### src/rtl/ue14500_wide_icu_pkg.sv
// Shared opcode and skip-state definitions for the wide UE14500 control unit.
package ue_icu_pkg;
  localparam int OP_W = 4;

  localparam logic [OP_W-1:0] OP_NOP0 = 4'h0;
  localparam logic [OP_W-1:0] OP_LD   = 4'h1;
  localparam logic [OP_W-1:0] OP_ADD  = 4'h2;
  localparam logic [OP_W-1:0] OP_SUB  = 4'h3;
  localparam logic [OP_W-1:0] OP_ONE  = 4'h4;
  localparam logic [OP_W-1:0] OP_NAND = 4'h5;
  localparam logic [OP_W-1:0] OP_OR   = 4'h6;
  localparam logic [OP_W-1:0] OP_XOR  = 4'h7;
  localparam logic [OP_W-1:0] OP_STO  = 4'h8;
  localparam logic [OP_W-1:0] OP_STOC = 4'h9;
  localparam logic [OP_W-1:0] OP_IEN  = 4'hA;
  localparam logic [OP_W-1:0] OP_OEN  = 4'hB;
  localparam logic [OP_W-1:0] OP_JMP  = 4'hC;
  localparam logic [OP_W-1:0] OP_RTN  = 4'hD;
  localparam logic [OP_W-1:0] OP_SKZ  = 4'hE;
  localparam logic [OP_W-1:0] OP_NOPF = 4'hF;

  typedef enum logic {
    SKIP_RUN  = 1'b0,
    SKIP_PEND = 1'b1
  } skip_e;
endpackage

### src/rtl/ue14500_wide_icu_if.sv
// Instruction/data bus between the external sequencer (master) and the control unit (slave).
// ZF is present only when UE_ICU_ZFLAG_EN is defined.
interface ue14500_wide_icu_if #(
  parameter int WIDTH = 4
);
  import ue_icu_pkg::*;

  logic [OP_W-1:0]  IR;
  logic             IR_VALID;
  logic [WIDTH-1:0] DATAIN;
  logic             FL0;
  logic             JMP;
  logic             RTN;
  logic             FLF;
  logic [WIDTH-1:0] DATAOUT;
  logic             WRT;
  logic [WIDTH-1:0] RR;
  logic             C;
`ifdef UE_ICU_ZFLAG_EN
  logic             ZF;
`endif

  modport master (
    output IR, IR_VALID, DATAIN,
    input  FL0, JMP, RTN, FLF, DATAOUT, WRT, RR, C
`ifdef UE_ICU_ZFLAG_EN
    , input ZF
`endif
  );

  modport slave (
    input  IR, IR_VALID, DATAIN,
    output FL0, JMP, RTN, FLF, DATAOUT, WRT, RR, C
`ifdef UE_ICU_ZFLAG_EN
    , output ZF
`endif
  );
endinterface

### src/rtl/ue14500_wide_icu_alu.sv
// Combinational result/carry datapath for the LD..XOR opcodes; other opcodes pass RR and C through.
module ue_icu_alu
  import ue_icu_pkg::*;
#(
  parameter int WIDTH = 4
) (
  input  logic [OP_W-1:0]  op_i,
  input  logic [WIDTH-1:0] rr_i,
  input  logic [WIDTH-1:0] d_i,
  input  logic             c_i,
  output logic [WIDTH-1:0] rr_o,
  output logic             c_o
);
  logic [WIDTH:0] sum;

  always_comb begin
    sum  = '0;
    rr_o = rr_i;
    c_o  = c_i;
    case (op_i)
      OP_LD:   rr_o = d_i;
      OP_ADD: begin
        sum  = {1'b0, rr_i} + {1'b0, d_i} + {{WIDTH{1'b0}}, c_i};
        rr_o = sum[WIDTH-1:0];
        c_o  = sum[WIDTH];
      end
      // Subtract as add-with-complement: carry-out set means no borrow.
      OP_SUB: begin
        sum  = {1'b0, rr_i} + {1'b0, ~d_i} + {{WIDTH{1'b0}}, c_i};
        rr_o = sum[WIDTH-1:0];
        c_o  = sum[WIDTH];
      end
      OP_ONE: begin
        rr_o = '1;
        c_o  = 1'b0;
      end
      OP_NAND: rr_o = ~(rr_i & d_i);
      OP_OR:   rr_o = rr_i | d_i;
      OP_XOR:  rr_o = rr_i ^ d_i;
      default: ;
    endcase
  end
endmodule

### src/rtl/ue14500_wide_icu.sv
// WIDTH-bit UE14500 control unit: decode, skip state machine and registered outputs.
// Define UE_ICU_ZFLAG_EN to add the registered zero flag ZF (SKZ then tests ZF).
module ue14500_wide_icu
  import ue_icu_pkg::*;
#(
  parameter int WIDTH     = 4,
  parameter int IEN_RESET = 0
) (
  input  logic               CLK,
  input  logic               RST_N,
  ue14500_wide_icu_if.slave  bus_if
);
  logic [WIDTH-1:0] rr_q, rr_d, dout_q, dout_d, d_masked, alu_rr;
  logic             c_q, c_d, alu_c;
  logic             ien_q, ien_d, oen_q, oen_d;
  logic             fl0_q, fl0_d, jmp_q, jmp_d, rtn_q, rtn_d, flf_q, flf_d, wrt_q, wrt_d;
  logic             rr_zero;
  skip_e            skip_q, skip_d;

  assign d_masked = bus_if.DATAIN & {WIDTH{ien_q}};

  ue_icu_alu #(.WIDTH(WIDTH)) u_alu (
    .op_i (bus_if.IR),
    .rr_i (rr_q),
    .d_i  (d_masked),
    .c_i  (c_q),
    .rr_o (alu_rr),
    .c_o  (alu_c)
  );

`ifdef UE_ICU_ZFLAG_EN
  logic zf_q, zf_d;
  assign rr_zero   = zf_q;
  assign bus_if.ZF = zf_q;
`else
  assign rr_zero = (rr_q == '0);
`endif

  always_comb begin
    rr_d   = rr_q;
    c_d    = c_q;
    dout_d = dout_q;
    ien_d  = ien_q;
    oen_d  = oen_q;
    skip_d = skip_q;
    fl0_d  = 1'b0;
    jmp_d  = 1'b0;
    rtn_d  = 1'b0;
    flf_d  = 1'b0;
    wrt_d  = 1'b0;
    if (bus_if.IR_VALID) begin
      // A pending skip swallows exactly one valid instruction, whatever it is.
      if (skip_q == SKIP_PEND) begin
        skip_d = SKIP_RUN;
      end else begin
        case (bus_if.IR)
          OP_NOP0: fl0_d = 1'b1;
          OP_LD, OP_ADD, OP_SUB, OP_ONE, OP_NAND, OP_OR, OP_XOR: begin
            rr_d = alu_rr;
            c_d  = alu_c;
          end
          OP_STO: if (oen_q) begin
            dout_d = rr_q;
            wrt_d  = 1'b1;
          end
          OP_STOC: if (oen_q) begin
            dout_d = ~rr_q;
            wrt_d  = 1'b1;
          end
          OP_IEN:  ien_d = bus_if.DATAIN[0];
          OP_OEN:  oen_d = bus_if.DATAIN[0];
          OP_JMP:  jmp_d = 1'b1;
          OP_RTN: begin
            rtn_d  = 1'b1;
            skip_d = SKIP_PEND;
          end
          OP_SKZ:  skip_d = rr_zero ? SKIP_PEND : SKIP_RUN;
          OP_NOPF: flf_d = 1'b1;
          default: ;
        endcase
      end
    end
  end

`ifdef UE_ICU_ZFLAG_EN
  assign zf_d = (rr_d == '0);
`endif

  always_ff @(posedge CLK or negedge RST_N) begin
    if (!RST_N) begin
      rr_q   <= '0;
      c_q    <= 1'b0;
      dout_q <= '0;
      ien_q  <= (IEN_RESET != 0);
      oen_q  <= 1'b0;
      skip_q <= SKIP_RUN;
      fl0_q  <= 1'b0;
      jmp_q  <= 1'b0;
      rtn_q  <= 1'b0;
      flf_q  <= 1'b0;
      wrt_q  <= 1'b0;
`ifdef UE_ICU_ZFLAG_EN
      zf_q   <= 1'b1;
`endif
    end else begin
      rr_q   <= rr_d;
      c_q    <= c_d;
      dout_q <= dout_d;
      ien_q  <= ien_d;
      oen_q  <= oen_d;
      skip_q <= skip_d;
      fl0_q  <= fl0_d;
      jmp_q  <= jmp_d;
      rtn_q  <= rtn_d;
      flf_q  <= flf_d;
      wrt_q  <= wrt_d;
`ifdef UE_ICU_ZFLAG_EN
      zf_q   <= zf_d;
`endif
    end
  end

  assign bus_if.RR      = rr_q;
  assign bus_if.C       = c_q;
  assign bus_if.DATAOUT = dout_q;
  assign bus_if.FL0     = fl0_q;
  assign bus_if.JMP     = jmp_q;
  assign bus_if.RTN     = rtn_q;
  assign bus_if.FLF     = flf_q;
  assign bus_if.WRT     = wrt_q;
endmodule

### src/flat_wrapper.sv
// flat-port wrapper written by rule: the top's interface ports become plain ports
module ue14500_wide_icu_flat import ue_icu_pkg::*;
#(
  parameter int WIDTH     = 4,
  parameter int IEN_RESET = 0
)
  (CLK, RST_N, bus_if_IR, bus_if_IR_VALID, bus_if_DATAIN, bus_if_FL0, bus_if_JMP, bus_if_RTN, bus_if_FLF, bus_if_DATAOUT, bus_if_WRT, bus_if_RR, bus_if_C);
  ue14500_wide_icu_if #(.WIDTH(WIDTH)) bus_if_i ();
  input  logic CLK;
  input  logic RST_N;
  input wire logic [$bits(bus_if_i.IR)-1:0] bus_if_IR;
  input wire logic [$bits(bus_if_i.IR_VALID)-1:0] bus_if_IR_VALID;
  input wire logic [$bits(bus_if_i.DATAIN)-1:0] bus_if_DATAIN;
  output wire logic [$bits(bus_if_i.FL0)-1:0] bus_if_FL0;
  output wire logic [$bits(bus_if_i.JMP)-1:0] bus_if_JMP;
  output wire logic [$bits(bus_if_i.RTN)-1:0] bus_if_RTN;
  output wire logic [$bits(bus_if_i.FLF)-1:0] bus_if_FLF;
  output wire logic [$bits(bus_if_i.DATAOUT)-1:0] bus_if_DATAOUT;
  output wire logic [$bits(bus_if_i.WRT)-1:0] bus_if_WRT;
  output wire logic [$bits(bus_if_i.RR)-1:0] bus_if_RR;
  output wire logic [$bits(bus_if_i.C)-1:0] bus_if_C;
  assign bus_if_i.IR = bus_if_IR;
  assign bus_if_i.IR_VALID = bus_if_IR_VALID;
  assign bus_if_i.DATAIN = bus_if_DATAIN;
  assign bus_if_FL0 = bus_if_i.FL0;
  assign bus_if_JMP = bus_if_i.JMP;
  assign bus_if_RTN = bus_if_i.RTN;
  assign bus_if_FLF = bus_if_i.FLF;
  assign bus_if_DATAOUT = bus_if_i.DATAOUT;
  assign bus_if_WRT = bus_if_i.WRT;
  assign bus_if_RR = bus_if_i.RR;
  assign bus_if_C = bus_if_i.C;
  ue14500_wide_icu #(.WIDTH(WIDTH), .IEN_RESET(IEN_RESET)) u_core (.CLK(CLK), .RST_N(RST_N), .bus_if(bus_if_i));
endmodule
### config.mk
export PLATFORM = sky130hd
export DESIGN_NAME = ue14500_wide_icu_flat
export DESIGN_NICKNAME = d
export VERILOG_FILES = /design/src/rtl/ue14500_wide_icu_pkg.sv /design/src/rtl/ue14500_wide_icu_if.sv /design/src/rtl/ue14500_wide_icu_alu.sv /design/src/rtl/ue14500_wide_icu.sv /design/src/flat_wrapper.sv
export SDC_FILE = /design/constraint.sdc
export NUM_CORES = 1
export LEC_CHECK = 0
export ABC_AREA = 1
export BUFFER_PORTS_ARGS = -buffer_cell sky130_fd_sc_hd__buf_2
export CORE_MARGIN = 8
export CORE_UTILIZATION = 61
export DETAILED_ROUTE_END_ITERATION = 8
export HOLD_SLACK_MARGIN = 0.1
export PLACE_DENSITY = 0.93
export SYNTH_ARGS = -nofsm -noshare
export SYNTH_HDL_FRONTEND = slang
export SYNTH_HIERARCHICAL = 1
export SYNTH_SLANG_ARGS = --single-unit
### constraint.sdc
create_clock -name CLK -period 4.2 [get_ports CLK]
set_clock_uncertainty 0.2 [all_clocks]
set_input_delay 0.42 -clock CLK [delete_from_list [all_inputs] [get_ports CLK]]
set_output_delay 0.42 -clock CLK [all_outputs]
set_load 0.01 [all_outputs]
==> results.py, run 1 <==
metrics = {
    "yosys": {
        "syn_area_um2": 1540,
        "synthFlopType": "dfrtp_1",
        "async_reset_ff_share_pct": 100,
        "syn_inst": 218,
        "syn_nets": 244,
        "synth-edff-count": 0,
        "ys_warn_count": 6,
        "synth_cell_type_count": 26,
        "ys_seq_area_share_pct": 27.7,
        "synth-seq-cells": 17,
        "syn_area_per_cell_um2": 7.04,
    },
    "worst_hold_path": {
        "min-delay-start": "bus_if_DATAIN[0]",
        "min_path_type": "input port to register",
    },
    "power": {
        "p_total_uw": 646,
        "cellLeakagePower_uw": 0.000940,
        "powerDensity_nw_per_um2": 374,
        "vdd.ir_drop.worst_mv": 0.273,
    },
    "placement": {
        "gp_congestion": 1.00,
        "place_hpwl_um": 3010,
        "io_buffer_count": 24,
    },
    "critical_path": {
        "arrival_ns": 2.51,
        "worstSetupEndpointType": "register",
        "critPathKind": "register to register",
        "r2r-start": "u_core/bus_if.RR[0]",
        "startpoint": "u_core/bus_if.RR[0]",
        "required_ns": 4.18,
        "path_cells": "inv_1, fa_1, fa_1, or2_1, nand3_1, o21ai_1, nor2_1, nand3_1, inv_1, o21ai_1",
        "cp_max_fo": 8,
        "cp-start-kind": "register",
        "max_stage_delay_ns": 0.52,
        "slowest_stage": "dfrtp_1",
    },
    "routing": {
        "postRouteAntennaNets": 0,
        "viasPerCell": 5.49,
        "first_pass_iters": 4,
        "drc": 0,
        "routed_wl_um": 3770,
        "first_iter_violations": 147,
        "wl_per_cell_um": 13.6,
        "vias": 1522,
    },
    "clock_tree": {
        "htree_levels": 1,
        "clk_latency_ns": 0.29,
        "cts_setup_buffers": 0,
        "cts_num_sinks": 17,
        "cts_tree": "yes",
        "numCtsBuffers": 3,
        "cts-root-buf": "clkbuf_4",
        "clockBufferDepth": 2,
        "ctsResizeCount": 0,
        "clk_pin_slew_ns": 0.10,
    },
    "floorplanning": {
        "pin_count": 25,
        "die_area_um2": 4380,
        "num_rows": 18,
        "core_area_um2": 2430,
        "die_w_um": 66.2,
        "die_h_um": 66.2,
        "start_util_pct": 63.1,
    },
    "timing": {
        "max_clock_freq_ghz": 0.396,
        "slew_headroom_pct": 60.3,
        "tightest_slew_ns": 0.591,
        "fin_crit_sh_pct": 60.2,
        "hold_violations": 0,
        "hold_ws_ns": 0.208,
        "fin_setup_tns_ns": 0,
        "min_period_ns": 2.53,
        "maxSlewViolCount": 0,
        "setup_viol": 0,
        "rsz0062_at_grt": "false",
    },
    "global_route": {
        "first_global_vias": 1495,
        "grt_use_total_pct": 18.2,
        "grt_max_degree": 18,
        "antenna_found_initial": 0,
        "grt_pass1_wl_um": 6400,
        "overflow": 0,
    },
    "final_layout": {
        "drive_above_1_share_pct": 21.1,
        "areaGrowthSynthToFinish_pct": 12.7,
        "final_util_pct": 71.1,
        "n_antenna_cell": 0,
        "nNetsFinal": 274,
    },
    "run_status": {
        "status": "finished, final reports clean",
    },
    "job": {
        "drv_cap": 0,
    },
}
-- what timing repair did --
| item | in CTS | in global routing |
|---|---|---|
| hold buffers | 1 | 0 |
| endpoints found under the hold margin | 17 | 0 |
| setup endpoints to repair | 0 | 0 |
-- cell usage in the layout, fill, tap and decap left out, types with 5 or more instances in the layout --
master | Yosys | routed
dfrtp_1 | 17 | 17
o21ai_1 | 17 | 17
inv_2 | 7 | 7
nand3_1 | 19 | 19
nor3_1 | 5 | 5
inv_1 | 35 | 35
nand2_1 | 50 | 50
nor2_1 | 19 | 19
buf_2 | 0 | 24
ha_1 | 11 | 11
-- metal layers --
metal / share of wire, % / wire, um / up-vias / track usage [%]
met5: 0 / 0 / - / 0
met3: 11 / 418 / 8 / 4.41
met2: 46 / 1730 / 69 / 29.3
met4: 1.0 / 39 / 0 / 5.87
met1: 42 / 1580 / 703 / 23.1
li1: - / - / 742 / -
-- through the flow --
stage / instances / area [um2] / setup WS (ns)
2_1_floorplan: 218 / 1540 / 1.86
3_3_place_gp: 272 / 1690 / 1.77
3_5_place_dp: 272 / 1690 / 1.72
4_1_cts: 277 / 1730 / 1.69
5_1_grt: 277 / 1730 / 1.45
6_report: 277 / 1730 / 1.67
-- cell families after synthesis --
| logic type | synth area share [%] |
|---|---|
| compound gates | 8.23 |
| flops | 27.7 |
| xor+xnor | 0.571 |
| simple gates | 38.8 |
| fa+ha+maj | 14.2 |
| buf+inv | 10.5 |
-- final timing paths --
check	end	slack [ns]	cells after the start
worst max-delay path	u_core/bus_if.RR[2]	1.67	10
worst min-delay path	u_core/oen_q	0.21	3
worst max register to register	u_core/bus_if.RR[2]	1.67	10
worst min register to register	u_core/bus_if.DATAOUT[0]	0.29	2
max in group asynchronous	u_core/bus_if.RR[3]	3.16	2
min in group asynchronous	u_core/bus_if.RTN	0.36	2
-- final cells by class --
class | count | area [um2]
clock inverter | 1 | 5.00
multi-input combinational | 158 | 948
timing repair buffer | 25 | 130
fill | 210 | 702
clock buffer | 3 | 22.5
inverter | 43 | 161
tap | 30 | 37.5
sequential | 17 | 425
-- synthesized netlist by cell type (2+ instances only) --
library cell,number,share of area (%)
fa_1,4,5.2
nand2_1,50,12
nor2_2,4,1.6
o21ai_1,17,5.5
nor2_1,19,4.6
ha_1,11,9.0
inv_2,7,1.7
nand3b_1,2,0.98
nor2_4,4,2.9
nand4_1,4,1.6
nand3_1,19,6.2
dfrtp_1,17,28
or2_1,2,0.81
nand2_2,4,1.6
nor3_1,5,1.6
inv_1,35,8.6
a21oi_1,4,1.3
nand3_2,2,1.3
-- flip-flops by register name, summed over array words and instances (netlist names) --
register,cells
u_core/bus_if.FL0,1
u_core/ien_q,1
u_core/bus_if.FLF,1
u_core/bus_if.RTN,1
u_core/oen_q,1
u_core/bus_if.DATAOUT,4
u_core/bus_if.RR,4
u_core/bus_if.JMP,1
u_core/bus_if.C,1
u_core/bus_if.WRT,1
u_core/skip_q,1
-- where the power goes --
part | total [uW] | internal (uW) | switching (uW)
clock network | 87.0 | 35.4 | 51.6
logic | 318 | 123 | 196
registers | 241 | 194 | 46.5
-- critical path, delay by kind of cell, from the launching register on --
| kind | cells | cell delay, ns |
|---|---|---|
| AO/OA/AOI/OAI | 2 | 0.12 |
| adder cells (fa/ha/maj) | 2 | 0.88 |
| buffers and inverters | 2 | 0.22 |
| flip-flops | 1 | 0.52 |
| AND/OR/NAND/NOR | 4 | 0.46 |
(Power assumes the default switching activity.)
==> run 2: changes to the inputs <==
--- a/config.mk
+++ b/config.mk
@@ -5,13 +5,13 @@
 export SDC_FILE = /design/constraint.sdc
 export NUM_CORES = 1
 export LEC_CHECK = 0
-export ABC_AREA = 1
+export ABC_AREA = 0
 export BUFFER_PORTS_ARGS = -buffer_cell sky130_fd_sc_hd__buf_2
 export CORE_MARGIN = 8
-export CORE_UTILIZATION = 61
+export CORE_UTILIZATION = 56
 export DETAILED_ROUTE_END_ITERATION = 8
 export HOLD_SLACK_MARGIN = 0.1
-export PLACE_DENSITY = 0.93
+export PLACE_DENSITY = 0.88
 export SYNTH_ARGS = -nofsm -noshare
 export SYNTH_HDL_FRONTEND = slang
 export SYNTH_HIERARCHICAL = 1
==> constraint.sdc (replaced) <==
create_clock -name CLK -period 2.5 [get_ports CLK]
set_clock_uncertainty 0.2 [all_clocks]
set_input_delay 0.25 -clock CLK [delete_from_list [all_inputs] [get_ports CLK]]
set_output_delay 0.25 -clock CLK [all_outputs]
set_load 0.01 [all_outputs]
==> run 2 against run 1 <==
- the flow now finishes with violations (negative setup slack)
- first-iteration DRC count down 22%
- sequential power up 67%
- area after synthesis down 4.2%
- synthesized cell count down 28%
- sequential share of layout area down 0.070 points
- wire length down 0.11%
- critical path type unchanged
==> results.py, run 2 <==
metrics = {
    "run_status": {
        "status": "finished, violations left",
        "violations": "negative setup slack",
    },
    "clock_tree": {
        "cts_num_sinks": 17,
        "clk_latency_ns": 0.29,
        "clockBufferDepth": 2,
        "numCtsBuffers": 3,
        "clk_pin_slew_ns": 0.10,
        "cts_setup_buffers": 0,
        "cts-root-buf": "clkbuf_4",
        "cts_tree": "yes",
        "htree_levels": 1,
    },
    "power": {
        "powerDensity_nw_per_um2": 867,
        "vdd.ir_drop.worst_mv": 0.514,
        "p_total_uw": 1510,
        "cellLeakagePower_uw": 0.000838,
    },
    "global_route": {
        "grt_use_total_pct": 17.2,
        "overflow": 0,
        "grt_max_degree": 22,
        "first_global_vias": 1386,
        "grt_pass1_wl_um": 6090,
        "antenna_found_initial": 0,
    },
    "placement": {
        "place_hpwl_um": 2870,
        "place_area_um2": 1670,
        "io_buffer_count": 24,
        "gp_congestion": 0.862,
    },
    "final_layout": {
        "fillers": 199,
        "n_antenna_cell": 0,
        "layout_commonest_cell": "buf_2",
        "areaGrowthSynthToFinish_pct": 18.4,
        "layout_common_cells": "24 x buf_2, 16 x dfrtp_1, 14 x inv_1",
        "final_util_pct": 70.3,
        "stdcell_area_um2": 1740,
        "nNetsFinal": 217,
        "drive_above_1_share_pct": 33.7,
    },
    "job": {
        "drv_cap": 0,
    },
    "routing": {
        "postRouteAntennaNets": 0,
        "drc": 0,
        "first_pass_iters": 4,
        "routed_wl_um": 3770,
        "viasPerCell": 5.88,
        "first_iter_violations": 115,
        "vias": 1293,
        "wl_per_cell_um": 17.1,
    },
    "timing": {
        "fin_crit_sh_pct": 101,
        "hold_violations": 0,
        "maxSlewViolCount": 0,
        "slew_headroom_pct": 68.9,
        "min_period_ns": 2.52,
        "setup_viol": 1,
        "fin_setup_tns_ns": -0.0204,
        "max_clock_freq_ghz": 0.397,
        "rsz0062_at_grt": "true",
        "hold_ws_ns": 0.108,
        "setup_ws_ns": -0.0204,
        "tightest_slew_ns": 0.466,
    },
    "critical_path": {
        "worstSetupEndpointType": "register",
        "cp_max_fo": 4,
        "required_ns": 2.48,
        "arrival_ns": 2.50,
        "critPathKind": "register to register",
        "cp-start-kind": "register",
    },
    "floorplanning": {
        "die_h_um": 67.2,
        "die_w_um": 67.2,
        "core_area_um2": 2480,
        "die_area_um2": 4520,
        "pin_count": 25,
        "start_util_pct": 59.3,
        "num_rows": 18,
    },
    "yosys": {
        "synth_top_cell_by_area": "dfrtp_1",
        "synth-edff-count": 0,
        "yosys-top-cells-count": "17 x dfrtp_1, 15 x inv_1, 12 x a21oi_1",
        "ys_seq_area_share_pct": 28.9,
        "synthFlopType": "dfrtp_1",
        "syn_inst": 156,
        "syn_nets": 182,
        "ys_warn_count": 6,
        "netlist.area_leader.share_pct": 28.9,
        "synth-seq-cells": 17,
        "syn_area_um2": 1470,
        "syn_area_per_cell_um2": 9.42,
        "synth_cell_type_count": 46,
        "ys_top_cells_by_area": "dfrtp_1 29%, ha_1 9.4%, fa_1 5.4%, mux2_4 5.1%, mux2_2 4.6%",
        "synth.most_common_cell": "dfrtp_1",
        "async_reset_ff_share_pct": 100,
    },
    "worst_hold_path": {
        "min_path_type": "input port to register",
    },
}
[run 2: cell count changes after synthesis, moves of 5 or more]
cell      previous run  this run
a21oi_1              4        12
inv_1               35        15
mux2_2               0         6
mux2_4               0         5
nand2_1             50         7
nand2b_1             0         5
nand3_1             19         2
nor2_1              19         9
o21ai_1             17         4
[run 2: logic make-up after synthesis]
family	after synthesis	synth area share, %
AND/OR/NAND/NOR	45	18.6
AO/OA/AOI/OAI	35	15.7
buffers and inverters	25	7.23
flip-flops	17	28.9
adder cells (fa/ha/maj)	15	14.8
multiplexers	14	11.7
XOR/XNOR	5	2.98
[run 2: path summary, 6_finish.rpt]
| check | cells after the start | startpoint | slack (ns) | end |
|---|---|---|---|---|
| hold / removal | 3 | bus_if_DATAIN[0] | 0.11 | u_core/ien_q |
| setup reg to reg | 9 | u_core/ien_q | -0.02 | u_core/bus_if.RR[1] |
| max in group asynchronous | 2 | RST_N | 1.59 | u_core/bus_if.RR[0] |
| setup / recovery | 9 | u_core/ien_q | -0.02 | u_core/bus_if.RR[1] |
| hold reg to reg | 1 | u_core/bus_if.DATAOUT[3] | 0.33 | u_core/bus_if.DATAOUT[3] |
| min in group asynchronous | 2 | RST_N | 0.21 | u_core/bus_if.JMP |
[run 2: cell type report]
type | instances | area, um2 | area share (%)
Timing Repair Buffer | 37 | 225 | 12.9
Tap cell | 30 | 37.5 | 2.16
Multi-Input combinational cell | 114 | 956 | 54.9
Clock buffer | 3 | 22.5 | 1.29
Inverter | 18 | 67.6 | 3.88
Clock inverter | 1 | 5.00 | 0.288
Sequential cell | 17 | 427 | 24.5
[run 2: critical path, stage by stage, from the launching register on]
cell and delay (ns):
dfrtp_1 0.36, and2_4 0.17, inv_1 0.07, fa_2 0.35
inv_1 0.09, fa_1 0.41, o21ai_1 0.16, o21ai_1 0.07
o32a_1 0.28, mux2_4 0.26
[run 2: what timing repair did]
action,CTS,global route
hold buffers,3,0
hold endpoints to repair,19,0
pin swaps,3,0
setup endpoints to repair,1,4
gates resized for setup,1,3
gates cloned,0,0
[run 2: power breakdown]
| part | total (uW) | leakage (uW) | switching (uW) | internal [uW] |
|---|---|---|---|---|
| Clock | 149 | 0.0000177 | 90.0 | 59.4 |
| Sequential | 403 | 0.000216 | 51.6 | 351 |
| Combinational | 958 | 0.000605 | 505 | 453 |
[run 2: metal layers]
layer | vias up | global-route usage (%) | wire length (um) | part of all wire, %
li1 | 616 | - | - | -
met4 | 0 | 7.83 | 69 | 1.8
met2 | 62 | 32.4 | 1940 | 51
met3 | 8 | 2.65 | 318 | 8.4
met1 | 607 | 18.4 | 1440 | 38
met5 | - | 0 | 0 | 0
[run 2: through the flow]
stage	worst slack, ns	instances
2_1_floorplan	0.0436	156
3_3_place_gp	0.0154	213
3_5_place_dp	-0.0991	213
4_1_cts	-0.0219	220
5_1_grt	-0.102	220
6_report	-0.0204	220
==> run 3: changes to the inputs <==
--- a/config.mk
+++ b/config.mk
@@ -11,7 +11,8 @@
 export CORE_UTILIZATION = 56
 export DETAILED_ROUTE_END_ITERATION = 8
 export HOLD_SLACK_MARGIN = 0.1
-export PLACE_DENSITY = 0.88
+export PLACE_DENSITY = 0.8
+export SETUP_SLACK_MARGIN = 0.15
 export SYNTH_ARGS = -nofsm -noshare
 export SYNTH_HDL_FRONTEND = slang
 export SYNTH_HIERARCHICAL = 1
==> run 3 against run 2 <==
- the run still ends with negative setup slack left
- sequential power grew 4%
- sequential share of layout area shrank 1.1 points
- largest power group unchanged
- largest cell class unchanged
- register-to-register slack lost 0.03 ns
==> results.py, run 3 (synthesis results as in run 2) <==
metrics = {
    "timing": {
        "maxSlewViolCount": 0,
        "max_clock_freq_ghz": 0.393,
        "hold_violations": 0,
        "fin_setup_tns_ns": -0.0467,
        "setup_ws_ns": -0.0467,
        "setup_viol": 1,
        "min_period_ns": 2.55,
        "slew_headroom_pct": 69.1,
        "fin_crit_sh_pct": 102,
        "rsz0062_at_grt": "true",
        "tightest_slew_ns": 0.463,
    },
    "routing": {
        "vias": 1322,
        "first_pass_iters": 4,
        "postRouteAntennaNets": 0,
        "wl_per_cell_um": 17.2,
        "first_iter_violations": 87,
        "routed_wl_um": 3810,
        "drc": 0,
        "viasPerCell": 5.98,
    },
    "critical_path": {
        "arrival_ns": 2.54,
        "rrSetupSlack_ns": -0.05,
        "cp-start-kind": "register",
        "r2r-end": "u_core/bus_if.RR[2]",
        "cp_max_fo": 3,
        "startpoint": "u_core/ien_q",
        "r2r_cells": 8,
        "critPathKind": "register to register",
        "worstSetupEndpointType": "register",
        "slowest_stage": "fa_1",
        "max_stage_delay_ns": 0.41,
        "r2r-start": "u_core/ien_q",
        "setup.worst_path.end": "u_core/bus_if.RR[2]",
        "path_cells": "and2_4, fa_2, fa_1, or3b_1, o21ai_0, a221oi_1, nor2_1, mux2_4",
        "required_ns": 2.49,
    },
    "clock_tree": {
        "cts_num_sinks": 17,
        "clk_latency_ns": 0.29,
        "htree_levels": 1,
        "clk_pin_slew_ns": 0.11,
        "cts_tree": "yes",
        "cts-root-buf": "clkbuf_4",
        "numCtsBuffers": 3,
        "clockBufferDepth": 2,
    },
    "final_layout": {
        "drive_above_1_share_pct": 39.3,
        "fillers": 181,
        "layout_common_cells": "24 x buf_2, 16 x dfrtp_1, 10 x buf_4, 10 x inv_1, 10 x a21oi_1",
        "nNetsFinal": 218,
        "areaGrowthSynthToFinish_pct": 23.7,
        "layout_commonest_cell": "buf_2",
        "n_antenna_cell": 0,
        "final_util_pct": 73.4,
    },
    "floorplanning": {
        "die_w_um": 67.2,
        "die_area_um2": 4520,
        "num_rows": 18,
        "die_h_um": 67.2,
        "pin_count": 25,
        "start_util_pct": 59.3,
        "core_area_um2": 2480,
    },
    "placement": {
        "io_buffer_count": 24,
        "place_hpwl_um": 2730,
        "gp_congestion": 0.918,
    },
    "global_route": {
        "antenna_found_initial": 0,
        "overflow": 0,
        "grt_use_total_pct": 17.3,
        "first_global_vias": 1270,
        "grt_pass1_wl_um": 6180,
        "grt_max_degree": 25,
    },
    "run_status": {
        "status": "finished, violations left",
        "violations": "negative setup slack",
    },
    "worst_hold_path": {
        "min_path_type": "input port to register",
    },
    "job": {
        "drv_cap": 0,
    },
    "power": {
        "cellLeakagePower_uw": 0.000854,
        "powerDensity_nw_per_um2": 901,
        "vdd.ir_drop.worst_mv": 0.632,
    },
}
[run 3: cell count changes in the layout (fill, tap and decap cells not counted), sizes merged]
cell	change
dlygate4sd3	+1
[run 3: critical path, delay by kind of cell, from the launching register on]
| kind | cells | cell delay, ns |
|---|---|---|
| adder cells (fa/ha/maj) | 2 | 0.78 |
| AO/OA/AOI/OAI | 2 | 0.39 |
| multiplexers | 1 | 0.26 |
| flip-flops | 1 | 0.39 |
| AND/OR/NAND/NOR | 3 | 0.44 |
[run 3: power breakdown]
part | leakage, uW | internal (uW) | switching (uW)
combinational | 0.000621 | 514 | 551
sequential | 0.000216 | 351 | 69.2
clock | 0.0000177 | 59.4 | 94.7
[run 3: routing by layer]
metal | global-route usage [%] | wire length, um | up-vias
li1 | - | - | 619
met1 | 22.7 | 1580 | 635
met2 | 28.4 | 1890 | 58
met3 | 4.14 | 284 | 10
met4 | 3.39 | 57 | 0
met5 | 0 | 0 | -
[run 3: worst min-delay path by stage]
| stage | from | end | slack (ns) | cells after the start |
|---|---|---|---|---|
| 2_1_floorplan | RST_N | u_core/bus_if.C | -0.25 | 0 |
| 3_3_place_gp | RST_N | u_core/bus_if.FLF | -0.009 | 1 |
| 3_5_place_dp | RST_N | u_core/bus_if.FLF | 0.0002 | 1 |
| 4_1_cts | bus_if_IR[1] | u_core/bus_if.FLF | 0.11 | 3 |
| 5_1_grt | bus_if_IR[1] | u_core/bus_if.FLF | 0.12 | 3 |
| 6_report | bus_if_IR[1] | u_core/bus_if.FLF | 0.13 | 3 |
[run 3: final cells by class]
| class | count | area [um2] | area share (%) |
|---|---|---|---|
| Multi-Input combinational cell | 114 | 1020 | 56.1 |
| Tap cell | 30 | 37.5 | 2.06 |
| Clock buffer | 3 | 22.5 | 1.24 |
| Timing Repair Buffer | 38 | 235 | 12.9 |
| Clock inverter | 1 | 5.00 | 0.275 |
| Sequential cell | 17 | 427 | 23.5 |
| Inverter | 18 | 72.6 | 3.99 |
[run 3: timing repair]
action,in CTS,in global routing
setup buffers,1,2
pin swaps,5,4
hold buffers,4,0
setup endpoints to repair,4,4
endpoints found under the hold margin,23,0
gates resized for setup,5,13
[run 3: stage by stage]
| step | instances | hold slack [ns] | power [uW] | instance area [um2] | setup slack [ns] |
|---|---|---|---|---|---|
| after floorplan | 156 | -0.246 | 1030 | 1480 | 0.0613 |
| after global placement | 210 | -0.00864 | 1280 | 1650 | 0.0599 |
| after detailed placement | 210 | 0.000194 | 1330 | 1650 | -0.0158 |
| after CTS | 219 | 0.106 | 1540 | 1750 | 0.0121 |
| after global routing | 221 | 0.121 | 1780 | 1820 | -0.127 |
| final | 221 | 0.130 | 1640 | 1820 | -0.0467 |
